**src/rtl/c_mem_seq_ctrl.sv**
```systemverilog
// C-matrix SRAM sequencer: zero-fills the array (CLEAR) or streams it out in
// row-major order through a 2-entry registered buffer (DRAIN).
//
// state    | meaning
// ---------+--------------------------------------------------
// ST_IDLE  | waiting for a command, cmd_ready high
// ST_CLEAR | one zero write per cycle until (M-1,N-1)
// ST_DRAIN | credit-gated reads, buffered output until last pop
module c_mem_seq_ctrl #(
  parameter int M      = 8,
  parameter int N      = 8,
  parameter int DATA_W = 32,
  parameter int BYTE_W = DATA_W / 8,
  parameter int ROW_W  = (M <= 1) ? 1 : $clog2(M),
  parameter int COL_W  = (N <= 1) ? 1 : $clog2(N),
  parameter int FIFO_D = 2
) (
  input  logic              clk,
  input  logic              rst,
  input  logic              cmd_valid,
  input  logic              cmd_op,
  output logic              cmd_ready,
  output logic              busy,
  output logic              done,
  output logic              c_en,
  output logic              c_re,
  output logic [ROW_W-1:0]  c_row,
  output logic [COL_W-1:0]  c_col,
  input  logic [DATA_W-1:0] c_rdata,
  input  logic              c_rvalid,
  output logic              c_we_en,
  output logic              c_we,
  output logic [ROW_W-1:0]  c_wrow,
  output logic [COL_W-1:0]  c_wcol,
  output logic [DATA_W-1:0] c_wdata,
  output logic [BYTE_W-1:0] c_wmask,
  output logic              out_valid,
  input  logic              out_ready,
  output logic [DATA_W-1:0] out_data,
  output logic [ROW_W-1:0]  out_row,
  output logic [COL_W-1:0]  out_col,
  output logic              out_last
);

  localparam logic [ROW_W-1:0] ROW_LAST = ROW_W'(M - 1);
  localparam logic [COL_W-1:0] COL_LAST = COL_W'(N - 1);
  localparam int               CNT_W    = $clog2(FIFO_D + 1);
  localparam int               OCC_W    = CNT_W + 1;

  typedef enum logic [1:0] {
    ST_IDLE  = 2'd0,
    ST_CLEAR = 2'd1,
    ST_DRAIN = 2'd2
  } state_t;

  typedef struct packed {
    logic [DATA_W-1:0] data;
    logic [ROW_W-1:0]  row;
    logic [COL_W-1:0]  col;
    logic              last;
  } entry_t;

  state_t           r_state;
  state_t           w_state_nxt;
  logic             r_done;
  logic             w_done_nxt;

  logic [ROW_W-1:0] r_row;
  logic [COL_W-1:0] r_col;
  logic [ROW_W-1:0] w_row_nxt;
  logic [COL_W-1:0] w_col_nxt;
  logic             w_adv;
  logic             w_at_last;
  logic             w_accept;

  logic             r_rd_rem;
  logic             r_inflight;
  logic [ROW_W-1:0] r_tag_row;
  logic [COL_W-1:0] r_tag_col;
  logic             r_tag_last;

  entry_t           r_head;
  entry_t           r_tail;
  logic [CNT_W-1:0] r_cnt;
  entry_t           w_new;
  logic             w_push;
  logic             w_pop;
  logic [OCC_W-1:0] w_occ;
  logic             w_issue;

  assign w_accept  = cmd_valid && (r_state == ST_IDLE);
  assign w_at_last = (r_row == ROW_LAST) && (r_col == COL_LAST);
  assign w_pop     = (r_cnt != '0) && out_ready;
  // Returning data is only meaningful while draining; a read launched just
  // before a reset lands in IDLE and must be dropped.
  assign w_push    = c_rvalid && (r_state == ST_DRAIN);
  assign w_new     = {c_rdata, r_tag_row, r_tag_col, r_tag_last};

  // Occupancy after this cycle's pop, counting the read still in flight.
  assign w_occ   = OCC_W'(r_cnt) - OCC_W'(w_pop) + OCC_W'(r_inflight);
  assign w_issue = (r_state == ST_DRAIN) && r_rd_rem && (w_occ < OCC_W'(FIFO_D));

  assign out_valid = (r_cnt != '0);
  assign out_data  = r_head.data;
  assign out_row   = r_head.row;
  assign out_col   = r_head.col;
  assign out_last  = r_head.last;
  assign done      = r_done;
  assign c_wdata   = '0;

  always_ff @(posedge clk) begin
    if (!rst) begin
      r_state <= ST_IDLE;
      r_done  <= 1'b0;
    end else begin
      r_state <= w_state_nxt;
      r_done  <= w_done_nxt;
    end
  end

  always_comb begin
    w_state_nxt = r_state;
    w_done_nxt  = 1'b0;
    w_adv       = 1'b0;
    cmd_ready   = 1'b0;
    busy        = 1'b0;
    c_en        = 1'b0;
    c_re        = 1'b0;
    c_row       = '0;
    c_col       = '0;
    c_we_en     = 1'b0;
    c_we        = 1'b0;
    c_wrow      = '0;
    c_wcol      = '0;
    c_wmask     = '0;
    case (r_state)
      ST_IDLE: begin
        cmd_ready = 1'b1;
        if (cmd_valid) begin
          w_state_nxt = cmd_op ? ST_DRAIN : ST_CLEAR;
        end
      end
      ST_CLEAR: begin
        busy    = 1'b1;
        c_we_en = 1'b1;
        c_we    = 1'b1;
        c_wrow  = r_row;
        c_wcol  = r_col;
        c_wmask = '1;
        w_adv   = 1'b1;
        if (w_at_last) begin
          w_state_nxt = ST_IDLE;
          w_done_nxt  = 1'b1;
        end
      end
      ST_DRAIN: begin
        busy = 1'b1;
        if (w_issue) begin
          c_en  = 1'b1;
          c_re  = 1'b1;
          c_row = r_row;
          c_col = r_col;
          w_adv = 1'b1;
        end
        if (w_pop && r_head.last) begin
          w_state_nxt = ST_IDLE;
          w_done_nxt  = 1'b1;
        end
      end
      default: begin
        w_state_nxt = ST_IDLE;
      end
    endcase
  end

  // Column-first walk; wrap is by compare so non-power-of-two sizes work.
  always_comb begin
    w_row_nxt = r_row;
    w_col_nxt = r_col;
    if (w_accept) begin
      w_row_nxt = '0;
      w_col_nxt = '0;
    end else if (w_adv) begin
      if (r_col == COL_LAST) begin
        w_col_nxt = '0;
        w_row_nxt = (r_row == ROW_LAST) ? '0 : r_row + ROW_W'(1);
      end else begin
        w_col_nxt = r_col + COL_W'(1);
      end
    end
  end

  always_ff @(posedge clk) begin
    if (!rst) begin
      r_row      <= '0;
      r_col      <= '0;
      r_rd_rem   <= 1'b0;
      r_inflight <= 1'b0;
      r_tag_row  <= '0;
      r_tag_col  <= '0;
      r_tag_last <= 1'b0;
      r_head     <= '0;
      r_tail     <= '0;
      r_cnt      <= '0;
    end else begin
      r_row      <= w_row_nxt;
      r_col      <= w_col_nxt;
      r_inflight <= w_issue;
      if (w_accept) begin
        r_rd_rem <= cmd_op;
      end else if (w_issue && w_at_last) begin
        r_rd_rem <= 1'b0;
      end
      if (w_issue) begin
        r_tag_row  <= r_row;
        r_tag_col  <= r_col;
        r_tag_last <= w_at_last;
      end
      case ({w_push, w_pop})
        2'b10: begin
          if (r_cnt == '0) begin
            r_head <= w_new;
          end else begin
            r_tail <= w_new;
          end
          r_cnt <= r_cnt + CNT_W'(1);
        end
        2'b01: begin
          r_head <= r_tail;
          r_cnt  <= r_cnt - CNT_W'(1);
        end
        2'b11: begin
          if (r_cnt == CNT_W'(1)) begin
            r_head <= w_new;
          end else begin
            r_head <= r_tail;
            r_tail <= w_new;
          end
        end
        default: begin
        end
      endcase
    end
  end

endmodule

```
**config.mk**
```make
export PLATFORM = sky130hd
export DESIGN_NAME = c_mem_seq_ctrl
export DESIGN_NICKNAME = d
export VERILOG_FILES = /design/src/rtl/c_mem_seq_ctrl.sv
export SDC_FILE = /design/constraint.sdc
export NUM_CORES = 1
export LEC_CHECK = 0
export CORE_MARGIN = 5
export CORE_UTILIZATION = 43
export CTS_CLUSTER_SIZE = 28
export DETAILED_ROUTE_END_ITERATION = 12
export GPL_TIMING_DRIVEN = 0
export PLACE_DENSITY = 0.86
export SYNTH_ARGS = -nofsm -noshare
export SYNTH_HDL_FRONTEND = slang
export SYNTH_SLANG_ARGS = --single-unit
```
**constraint.sdc**
```tcl
create_clock -name clk -period 2.72 [get_ports clk]
set_clock_uncertainty 0.1 [all_clocks]
set_input_delay 0.408 -clock clk [delete_from_list [all_inputs] [get_ports clk]]
set_output_delay 0.408 -clock clk [all_outputs]
set_load 0.05 [all_outputs]
```
==> results.json, run 1 <==
{
  "status": "complete, but fails checks",
  "violations": "negative setup slack",
  "met3_usage": 0.0488,
  "grt_pass1_wl_mm": 20.6,
  "layout.nets": 739,
  "num_rows": 37,
  "ir_drop_uv": 425,
  "yosys-top-cells-area": "dfxtp_1 42%, mux2i_1 9.3%, nand2_1 8.1%",
  "core_mm2": 0.0104,
  "cts_tree": "built",
  "layout_setup_ws_ns": -0.491,
  "dr.pass1.iters": 6,
  "worstSkewPairLatency_ns": 0.36,
  "drc": 0,
  "finalCriticalPeriod_ns": 3.21,
  "synth_area_mm2": 0.00462,
  "num_io_pins": 133,
  "drt_iter0_markers": 275,
  "clockBufferDepth": 2,
  "grt_max_degree": 17,
  "worst_slew_pin_slew_ns": 0.584,
  "grt_use_met2": 0.331,
  "synthArstFlopShare": 0,
  "design_area_mm2": 0.00647,
  "grt.busiest_layer": "met2",
  "cp-start-kind": "flop",
  "rr_worst_depth": 13,
  "finalNonFillerCells": 830,
  "fmax_mhz": 311,
  "hp-start": "r_tail[8]",
  "syn_avg_cell_area_um2": 8.78,
  "gr-usage-met1": 0.233,
  "placed_area_mm2": 0.00599,
  "synth_edf_count": 0,
  "drtAntennaViolNets": 0,
  "grt-ovfl-total": 0,
  "hold_viol": 0,
  "yosysUniqueCellTypes": 41,
  "worstPathCellList": "inv_4 -> ha_4 -> nand2b_4 -> inv_4 -> nor2_4 -> o21ai_2 -> fa_1 -> nand3_1 -> or2_1 -> buf_6 -> inv_12 -> nand2_4 -> clkinvlp_4 -> buf_8",
  "numPortBuffers": 99,
  "vias_per_cell": 5.16,
  "slowest_stage": "fa_1",
  "place_ws_ns": -1.10,
  "post-route-util": 0.621,
  "synth_top_cell_by_area": "dfxtp_1",
  "r2r-start": "r_cnt[0]",
  "synth.most_common_cell": "nand2_1",
  "crit_type": "reg -> out",
  "r2r_slack_ns": -0.09,
  "path_common_cell": "inv_4",
  "totalWireLength_mm": 12.6,
  "antenna_cells": 0,
  "clk_pin_slew_worst_paths_ns": 0.10,
  "grt_usage": 0.192,
  "wire_per_inst_um": 15.1,
  "rr_endpoint": "r_row[2]",
  "rsz0062_at_grt": "true",
  "cts_htree_levels": 3,
  "arrival_ns": 2.70,
  "cts_num_sinks": 98,
  "dp_hpwl_mm": 9.14,
  "die-area_mm2": 0.0129,
  "gp_congestion": 0.770,
  "cts_hold_buf": 0,
  "place_inst": 792,
  "synth_flop_cell": "dfxtp_1",
  "grt_pass1_vias": 4372,
  "chipWidth_um": 114,
  "setup_viol": 14,
  "ys_seq_area_frac": 0.425,
  "maxCapViolCount": 0,
  "antenna_found_initial": 0,
  "cp_max_fo": 5,
  "syn_to_final_growth_pct": 39.9,
  "yosys-top-cells-count": "100 x nand2_1, 98 x dfxtp_1, 46 x nor2_1",
  "netlist_instances": 526,
  "fin_crit_sh": 1.18,
  "critPathLaunch": "r_cnt[0]",
  "crit_end": "c_col[0]",
  "numCtsBuffers": 9,
  "yosys_warnings": 0,
  "p_per_area_mw_per_mm2": 606,
  "slew_headroom": 0.607,
  "yosysTopAreaCellShare": 0.425,
  "fin_total_pwr_mw": 3.92,
  "drive_gt1_frac": 0.199,
  "leakage_nw": 2.75,
  "crit_required_ns": 2.21,
  "hp-class": "reg -> reg",
  "ys_ff_latch": 98,
  "die_y_um": 114,
  "cp_slowest_stage_delay_ns": 0.58,
  "root_buffer": "clkbuf_8",
  "vias": 4286,
  "initial_core_util": 0.444,
  "maxSlewViolCount": 0,
  "cp-end-kind": "output port"
}
-- kinds of logic after synthesis --
family / Yosys count / synth area share
xor+xnor: 3 / 0.00569
compound gates: 105 / 0.173
mux: 43 / 0.0931
fa+ha+maj: 12 / 0.0341
buf+inv: 92 / 0.115
other cells: 1 / 0.000812
flops: 98 / 0.425
simple gates: 172 / 0.153
-- metal layers --
metal,share of wire,vias to the layer above
met2,0.49,161
li1,-,2062
met3,0.073,25
met5,0,-
met1,0.42,2038
met4,0.018,0
-- flip-flops by register name (all words and copies together) (netlist names) --
| signal | cells |
|---|---|
| r_rd_rem | 1 |
| done | 1 |
| r_tag_last | 1 |
| r_inflight | 1 |
| r_col | 3 |
| r_tag_row | 3 |
| r_state | 2 |
| out_col | 3 |
| r_tail | 39 |
| out_last | 1 |
| r_tag_col | 3 |
| out_row | 3 |
| out_data | 32 |
| r_row | 3 |
| r_cnt | 2 |
-- repair_timing --
action                                  4_1_cts  5_1_grt
pin swaps                                     6        3
endpoints found under the setup margin       19       16
gates cloned                                  1        0
gates resized for setup                      85        6
setup buffers                                14        7
-- cells in the final DEF (no fill, tap or decap), drive strengths merged, types with 2 or more instances in the layout --
cell type / count
buf: 87
bufinv: 2
conb: 32
dlygate4sd2: 11
clkinvlp: 7
ha: 11
a32o: 2
nand3: 6
xnor2: 2
a221oi: 39
nor2: 46
a21oi: 6
clkdlybuf4s50: 79
a41o: 2
dfxtp: 98
clkbuf: 29
a21boi: 9
nand2: 101
inv: 13
and2: 10
mux2i: 43
o21ai: 44
nand3b: 2
-- power by group --
part	switching, mW	internal (mW)
clock	0.498	0.548
sequential	0.0580	1.54
combinational	0.846	0.435
total	1.40	2.52
-- stage by stage --
step                hold slack [ns]  TNS [ns]
global placement              0.342     -8.65
global route                  0.383     -6.15
detailed placement            0.350     -9.69
finish                        0.365     -4.20
floorplan                     0.335  -0.00280
CTS                           0.367     -3.58
-- critical path, delay by kind of cell, from the launching register on --
family / cells / cell delay, ns
flip-flops: 1 / 0.37
AND/OR/NAND/NOR: 5 / 0.62
AO/OA/AOI/OAI: 1 / 0.07
adder cells (fa/ha/maj): 2 / 0.71
buffers and inverters: 6 / 0.56
-- area by class of cell --
cell class / instances / area (µm²)
flip-flops and latches: 98 / 1970
inverters: 17 / 106
multi-input cells: 367 / 2330
plain buffers: 75 / 474
fillers: 869 / 3950
clock inverters: 4 / 76.3
clock buffers: 12 / 145
well taps: 136 / 170
repair buffers: 120 / 1180
repair inverters: 1 / 11.3
-- worst min-delay path by stage --
stage,endpoint,cells past startpoint,slack (ns)
after global routing,r_tail[35],2,0.38
final,r_tail[8],2,0.37
after global placement,r_tail[6],2,0.34
after floorplan,r_tail[0],2,0.33
after detailed placement,r_tail[1],2,0.35
after CTS,r_tail[1],2,0.37
Note: power is estimated with default switching activity, not from simulation.
==> run 2: changes to the inputs <==
Settings changed: CTS_CLUSTER_DIAMETER from default to 100.
==> results of run 2 <==
Final layout, timing and power as in run 1 (identical DEF).
